===== config.mk =====
export PLATFORM = sky130hd
export DESIGN_NAME = dsp_slice_pipelined
export DESIGN_NICKNAME = d
export VERILOG_FILES = /design/src/rtl/dsp_slice_pkg.sv /design/src/rtl/dsp_mult_stage.sv /design/src/rtl/dsp_slice_pipelined.sv
export SDC_FILE = /design/constraint.sdc
export NUM_CORES = 2
export LEC_CHECK = 0
export CORE_AREA = 2 2 291 293
export CTS_BUF_LIST = sky130_fd_sc_hd__clkbuf_8
export CTS_CLUSTER_DIAMETER = 80
export DETAILED_ROUTE_END_ITERATION = 8
export DIE_AREA = 0 0 293 295
export GPL_ROUTABILITY_DRIVEN = 0
export PLACE_DENSITY = 0.71
export RECOVER_POWER = 25
export SYNTH_ARGS = -nofsm -noshare
export SYNTH_HDL_FRONTEND = slang
export SYNTH_SLANG_ARGS = --single-unit

===== constraint.sdc =====
create_clock -name clk -period 10.2 [get_ports clk]
set_input_delay 3.06 -clock clk [delete_from_list [all_inputs] [get_ports clk]]
set_output_delay 3.06 -clock clk [all_outputs]
set_load 0.01 [all_outputs]

===== src/rtl/dsp_slice_pkg.sv =====
`default_nettype none
// dsp_slice_pkg: shared constants, control bundle and arithmetic helpers for the DSP slice.
package dsp_slice_pkg;

  localparam logic MODE_INDEP = 1'b0;
  localparam logic MODE_SUM   = 1'b1;

  // Widest value the saturate helper accepts; ACC_W+2 must not exceed this.
  localparam int SAT_MAX_W = 128;

  typedef struct packed {
    logic loadconst;
    logic accumulate;
    logic negate;
    logic sub;
    logic mode;
    logic chain_sel;
  } ctrl_t;

  function automatic int prod_w(input int a, input int b);
    return a + b;
  endfunction

  // Clamp a signed value to the signed range of a w-bit result.
  function automatic logic signed [SAT_MAX_W-1:0] saturate(
    input logic signed [SAT_MAX_W-1:0] x,
    input int                          w
  );
    logic signed [SAT_MAX_W-1:0] hi;
    logic signed [SAT_MAX_W-1:0] lo;
    hi = (SAT_MAX_W'(1) <<< (w - 1)) - SAT_MAX_W'(1);
    lo = -hi - SAT_MAX_W'(1);
    if (x > hi)      return hi;
    else if (x < lo) return lo;
    else             return x;
  endfunction

endpackage
`default_nettype wire


===== src/rtl/dsp_mult_stage.sv =====
`default_nettype none
// dsp_mult_stage: registered full-precision signed A_W x B_W multiplier with clock enable.
module dsp_mult_stage
  import dsp_slice_pkg::*;
#(
  parameter int A_W = 18,
  parameter int B_W = 19
) (
  input  logic                                clk,
  input  logic                                reset,
  input  logic                                enable,
  input  logic signed [A_W-1:0]               a,
  input  logic signed [B_W-1:0]               b,
  output logic signed [prod_w(A_W, B_W)-1:0]  p
);

  localparam int P_W = prod_w(A_W, B_W);

  always_ff @(posedge clk or negedge reset) begin
    if (!reset) begin
      p <= '0;
    end else if (enable) begin
      p <= P_W'(a) * P_W'(b);
    end
  end

endmodule
`default_nettype wire


===== src/rtl/dsp_slice_pipelined.sv =====
`default_nettype none
// dsp_slice_pipelined: 3-stage signed DSP slice (dual multiply, or MAC with cascade input).
// Define DSP_SLICE_SAT_EN to saturate mode-1 results instead of wrapping.
module dsp_slice_pipelined
  import dsp_slice_pkg::*;
#(
  parameter int A_W         = 18,
  parameter int B_W         = 19,
  parameter int ACC_W       = 64,
  parameter int CONST_SHIFT = 0
) (
  input  logic                                clk,
  input  logic                                reset,
  input  logic                                enable,
  input  logic                                in_valid,
  input  logic                                loadconst,
  input  logic                                accumulate,
  input  logic                                negate,
  input  logic                                sub,
  input  logic                                mode,
  input  logic                                chain_sel,
  input  logic signed [A_W-1:0]               ax,
  input  logic signed [B_W-1:0]               ay,
  input  logic signed [A_W-1:0]               bx,
  input  logic signed [B_W-1:0]               by,
  input  logic signed [ACC_W-1:0]             chainin,
  output logic                                out_valid,
  output logic signed [ACC_W-1:0]             resulta,
  output logic signed [prod_w(A_W, B_W)-1:0]  resultb,
  output logic signed [ACC_W-1:0]             chainout,
  output logic                                overflow
);

  localparam int P_W = prod_w(A_W, B_W);
  localparam int S_W = ACC_W + 2;

  ctrl_t                 in_ctrl;
  ctrl_t                 s1_ctrl;
  ctrl_t                 s2_ctrl;
  logic                  s1_valid;
  logic                  s2_valid;
  logic signed [A_W-1:0] s1_ax;
  logic signed [A_W-1:0] s1_bx;
  logic signed [B_W-1:0] s1_ay;
  logic signed [B_W-1:0] s1_by;
  logic signed [P_W-1:0] p0;
  logic signed [P_W-1:0] p1;

  assign in_ctrl = '{loadconst: loadconst, accumulate: accumulate, negate: negate,
                     sub: sub, mode: mode, chain_sel: chain_sel};

  always_ff @(posedge clk or negedge reset) begin
    if (!reset) begin
      s1_valid <= 1'b0;
      s1_ctrl  <= '0;
      s1_ax    <= '0;
      s1_ay    <= '0;
      s1_bx    <= '0;
      s1_by    <= '0;
      s2_valid <= 1'b0;
      s2_ctrl  <= '0;
    end else if (enable) begin
      s1_valid <= in_valid;
      s1_ctrl  <= in_ctrl;
      s1_ax    <= ax;
      s1_ay    <= ay;
      s1_bx    <= bx;
      s1_by    <= by;
      s2_valid <= s1_valid;
      s2_ctrl  <= s1_ctrl;
    end
  end

  dsp_mult_stage #(.A_W(A_W), .B_W(B_W)) u_mult0 (
    .clk(clk), .reset(reset), .enable(enable), .a(s1_ax), .b(s1_ay), .p(p0)
  );

  dsp_mult_stage #(.A_W(A_W), .B_W(B_W)) u_mult1 (
    .clk(clk), .reset(reset), .enable(enable), .a(s1_bx), .b(s1_by), .p(p1)
  );

  logic signed [S_W-1:0]   prod_sum;
  logic signed [S_W-1:0]   term;
  logic signed [S_W-1:0]   base;
  logic signed [S_W-1:0]   chain_term;
  logic signed [S_W-1:0]   total;
  logic signed [ACC_W-1:0] next_a;
  logic signed [P_W-1:0]   next_b;
  logic                    next_ovf;

`ifdef DSP_SLICE_SAT_EN
  logic signed [SAT_MAX_W-1:0] sat_in;
  logic signed [SAT_MAX_W-1:0] sat_out;

  assign sat_in  = SAT_MAX_W'(total);
  assign sat_out = saturate(sat_in, ACC_W);
`else
  // Guard bits are only needed for clamping; wrapping discards them.
  logic unused_total_hi;
  assign unused_total_hi = ^total[S_W-1:ACC_W];
`endif

  always_comb begin
    prod_sum = s2_ctrl.sub ? (S_W'(p0) - S_W'(p1)) : (S_W'(p0) + S_W'(p1));
    term     = s2_ctrl.negate ? -prod_sum : prod_sum;
    if (s2_ctrl.accumulate)     base = S_W'(resulta);
    else if (s2_ctrl.loadconst) base = S_W'(1) <<< CONST_SHIFT;
    else                        base = '0;
    chain_term = s2_ctrl.chain_sel ? S_W'(chainin) : '0;
    total      = term + base + chain_term;

    next_a   = ACC_W'(p0);
    next_b   = p1;
    next_ovf = 1'b0;
    if (s2_ctrl.mode == MODE_SUM) begin
      next_b = '0;
`ifdef DSP_SLICE_SAT_EN
      next_a   = sat_out[ACC_W-1:0];
      next_ovf = (sat_out != sat_in);
`else
      next_a   = total[ACC_W-1:0];
`endif
    end
  end

  always_ff @(posedge clk or negedge reset) begin
    if (!reset) begin
      out_valid <= 1'b0;
      resulta   <= '0;
      resultb   <= '0;
      overflow  <= 1'b0;
    end else if (enable) begin
      out_valid <= s2_valid;
      if (s2_valid) begin
        resulta  <= next_a;
        resultb  <= next_b;
        overflow <= next_ovf;
      end
    end
  end

  assign chainout = resulta;

endmodule
`default_nettype wire


# After elaboration in Yosys (flattened, before gate mapping)
# Index checks and enable logic that the tools add are counted.
# W data, S select, Z words.
# op_classes
mul,2
n_addsub,5
muxes,7
reduce_logical,1
# op_table
op,n
$mux W64,5
$add A64 B64 Y64,2
$mul A18 B19 Y37,2
$neg A64 Y64,1
$add A37 B37 Y38,1
$sub A37 B37 Y38,1
$mux W37,1
$reduce_and A2 Y1,1
$mux W1,1
# totals
elab_cells,38
register_bits,264
out_inout_bits,167

# Logic depth before layout (Yosys ltp)
# depth
ltp_word,7
ltp_mapped,39
ltp_nobuf,37

# By module
# Synthesis repeated with hierarchy kept, for this count alone.
# unflattened
hier_cells,5147
area_unflattened_um2,45979.1
# modules_own_cells
module,cells_per_inst,area_per_inst_um2,seq_area_each_um2,instances
dsp_slice_pipelined,2179,17907.2,4754.6,1
dsp_mult_stage (u_mult0),1491,14057.2,925.9,1
dsp_mult_stage (u_mult1),1477,14014.7,925.9,1

# Worst setup path before layout
# Ideal clock, no wire load.
# synth_timing
kind,register to register
startpoint,register u_mult1.p[5]
endpoint,"register resulta[62], in the netlist chainout[62]"
required_time_ps,10076
path_buffers,2
arrival_time_ps,8011
slack_ps,2065
stages_incl_launch_ff,36
synth_period_minus_slack_ps,8135
path_cell_list,dfrtp_1 -> or3_1 -> or2_2 -> nor3_1 -> nand2_1 -> nor2_1 -> a21oi_1 -> xnor2_1 -> ha_1 -> buf_2 -> a21oi_1 -> nand3_1 -> o211ai_1 -> nor4_2 -> a211oi_4 -> xnor2_1 -> nor4_4 -> nand4bb_1 -> or4_4 -> o21a_1 -> clkbuf_1 -> nor2_1 -> fa_1 -> inv_1 -> ha_1 -> a21o_1 -> a21o_1 -> a21oi_1 -> o21ai_0 -> a2111oi_0 -> a22oi_1 -> a221oi_1 -> o21bai_1 -> a221oi_1 -> mux2i_1 -> a211o_1
# synth_via
elab_chain_cells,7
word_cells_on_any_way,8
classes_between,add/sub (5); mux (3)
# synth_rtl
element,line_no,source
from (decl),dsp_mult_stage.sv:14,"output logic signed [prod_w(A_W, B_W)-1:0] p"
from (signal assigned),dsp_mult_stage.sv:23,p <= P_W'(a) * P_W'(b);
$add A37 B37 Y38 / $sub A37 B37 Y38 (equally long branches),dsp_slice_pipelined.sv:104,prod_sum = s2_ctrl.sub ? (S_W'(p0) - S_W'(p1)) : (S_W'(p0) + S_W'(p1));
$mux W64 (*),dsp_slice_pipelined.sv:104,
$neg A64 Y64,dsp_slice_pipelined.sv:105,term = s2_ctrl.negate ? -prod_sum : prod_sum;
$mux W64 (*),dsp_slice_pipelined.sv:105,
$add A64 B64 Y64 (*) (2 in a row),dsp_slice_pipelined.sv:110,total = term + base + chain_term;
$mux W64 (*),dsp_slice_pipelined.sv:115,if (s2_ctrl.mode == MODE_SUM) begin
to (signal assigned),dsp_slice_pipelined.sv:135,resulta <= next_a;
to (decl),dsp_slice_pipelined.sv:28,"output logic signed [ACC_W-1:0] resulta,"
# Mark *: on every way between the ends. The rest lies on a longest branch, timed or not.
# A chain may end at the register's enable or synchronous reset.

# Worst setup path in the final report
# layout_timing
startpoint,register u_mult1.p[5]
endpoint,"register resulta[63], in the netlist chainout[63]"
# The elaborated chain is that of the path after synthesis.

==> flow_summary.ini <==
[grt]
grt_first_pass_wirelength_mm = 200
grt_pass1_vias = 37100
grtUsageTotal_pct = 29.5
overflow = 0
grt_max_degree = 128
antenna_found_initial = 2

[yosys]
syn_inst = 5133
async_reset_ff_share_pct = 100
ys_warn_count = 0
yosys_register_bits = 264
synth_area_per_cell_um2 = 8.86
ys_seq_area_share_pct = 14.5
syn-cell-area_um2 = 45500
ys.flop_type = dfrtp_1
synth_edf_count = 0
synthesis.nets = 6327
ys_types = 88

[placed_design]
io_buffer_count = 313
dpl.hpwl_mm = 98.4
dpl-instance-area_um2 = 48800
place_ws_ps = 551

[die]
die-area_um2 = 86400
rows = 106
initial_core_util_pct = 54.7
core_area_um2 = 83200
io_pins = 315
die_w_um = 293
chipHeight_um = 295

[cts]
cts_tree = built
cts_buffer_depth = 3
path_clk_slew_ps = 70
h-tree-depth = 2
cts_buffers = 52
clk_latency_ps = 720
cts_sinks = 264
postCtsSetupBuffers = 0
ctsHoldBuffers = 0
root_buffer = clkbuf_8

[worst_setup_path]
end_kind = flip-flop
worstPathMaxFanout = 9
critPathLaunchType = flip-flop
rrSetupSlack_ps = 720
max_stage_delay_ps = 670
cpMostUsedCell = nor2_1
crit_type = reg2reg
cp_data_arrival_time_ps = 10050
critPathRequiredTime_ps = 10770
crit_slowest_cell = a211oi_1

[final_layout]
area_growth_pct = 9.73
fill_cells = 7303
num-nets-final = 6401
utilization_pct = 60.0
layout_common_cells = inv_1 (866), nand2_1 (793), fa_1 (755), clkdlybuf4s50_1 (311), ha_1 (291)
multi_input_area_um2 = 34200
layout_commonest_cell = inv_1
layout.area.seq_um2 = 6610
finish.instance_area_um2 = 49900
layout-drive-gt1-share_pct = 5.52

[status]
violations = capacitance limit, slew limit
status = finished with violations

[sta]
fmax_mhz = 105
finalSetupViolCount = 0
finalCriticalPeriod_ps = 9480
rsz0062_at_grt = false
slew_headroom_pct = -214
clock_skew_ps = 34.5
setup_tns_ps = 0
tightest_slew_ps = 4710
timing.final.max_slew_violations = 167
final-hold-violation-count = 0
period_share_pct = 92.9
setup_ws_ps = 720

[route]
ant_nets = 0
drt_iter0_markers = 2769
routed_wl_mm = 124
routed_via_density = 5.68
wire_per_inst_um = 19.6
drc = 0
firstDrtPassIters = 6
vias = 36000

[job]
maxCapViolCount = 2

[worst_hold_path]
hp-class = reg2reg
[registers in the layout, indices dropped and copies added, names as in the netlist]
signal and flops:
s1_ctrl 6, s2_valid 1, s1_valid 1, u_mult0.p 37
u_mult1.p 37, resultb 37, s1_by 19, s1_bx 18
s1_ax 18, out_valid 1, s1_ay 19, s2_ctrl 6
chainout 64
[cell families after synthesis]
| logic type | Yosys count | share of synthesized area [%] |
|---|---|---|
| AND/OR/NAND/NOR | 1521 | 15.7 |
| buffers and inverters | 1177 | 10.3 |
| adder cells (fa/ha/maj) | 1046 | 41.2 |
| AO/OA/AOI/OAI | 755 | 10.4 |
| flip-flops | 264 | 14.5 |
| XOR/XNOR | 215 | 4.14 |
| multiplexers | 154 | 3.73 |
| other | 1 | 0.00824 |
[timing repair]
action,4_1_cts,5_1_grt
endpoints found under the setup margin,0,2
endpoints found under the hold margin,0,0
resized for setup,0,2
[final cells by class]
class	count	share of cell area, %
timing repair buffer	340	6.68
antenna	1	0.00501
tap	1080	2.71
inverter	857	6.44
multi-input combinational	3692	68.6
sequential	264	13.2
clock inverter	31	0.549
clock buffer	66	1.82
[metal layers]
| layer | wire, µm | track usage, % |
|---|---|---|
| met1 | 50600 | 38.9 |
| met2 | 59600 | 49.1 |
| met3 | 9220 | 4.94 |
| met4 | 4840 | 10.8 |
| met5 | 13 | 0 |
[worst max-delay path, delay by kind of cell, from the launching register on]
| kind | cells | cell delay, ps |
|---|---|---|
| AOI/OAI and AO/OA | 8 | 2380 |
| xor gates and xnor gates | 4 | 640 |
| adders and majority gates | 3 | 1260 |
| buffers and inverters | 1 | 40 |
| DFF | 1 | 420 |
| and+or+nand+nor | 17 | 4600 |
[Yosys cell counts (all sizes together) (11+ instances only)]
master,n,share of area [%]
o31ai,34,0.57
o21ai,208,2.3
o2111ai,12,0.23
mux2,126,3.1
a21o,73,1.2
nor4,21,0.36
nor2,167,1.4
nor2b,23,0.35
nand2,794,6.5
buf,88,1.3
xor2,61,1.2
a31oi,23,0.32
a211oi,22,0.39
o21a,36,0.59
and3,15,0.21
nor3,54,0.59
fa,755,33
inv,856,7.1
a21oi,226,2.5
nand2b,59,0.81
or3,19,0.26
xnor2,154,3.0
nand3,54,0.59
a211o,11,0.21
nand4,20,0.27
ha,291,8.0
o211ai,19,0.31
clkbuf,232,1.9
and2,241,3.3
mux2i,28,0.62
o21bai,20,0.33
dfrtp,264,15
[metrics by stage]
step | hold WS, ps | std cells
after floorplan | 449 | 5133
after global placement | 463 | 6233
after detailed placement | 469 | 6233
after CTS | 484 | 6330
after global routing | 491 | 6331
final | 481 | 6331
[path summary, 6_finish.rpt]
kind | endpoint | startpoint | cells past startpoint
min in group asynchronous | chainout[7] | reset | 1
max in group asynchronous | s2_ctrl[4] | reset | 1
max reg2reg | chainout[63] | u_mult1.p[5] | 33
min | resultb[17] | resultb[17] | 2
max | chainout[63] | u_mult1.p[5] | 33
min reg2reg | resultb[17] | resultb[17] | 2
Power is not shown: default switching activity piles up to over one toggle a cycle in this logic, so the estimate is an artifact.
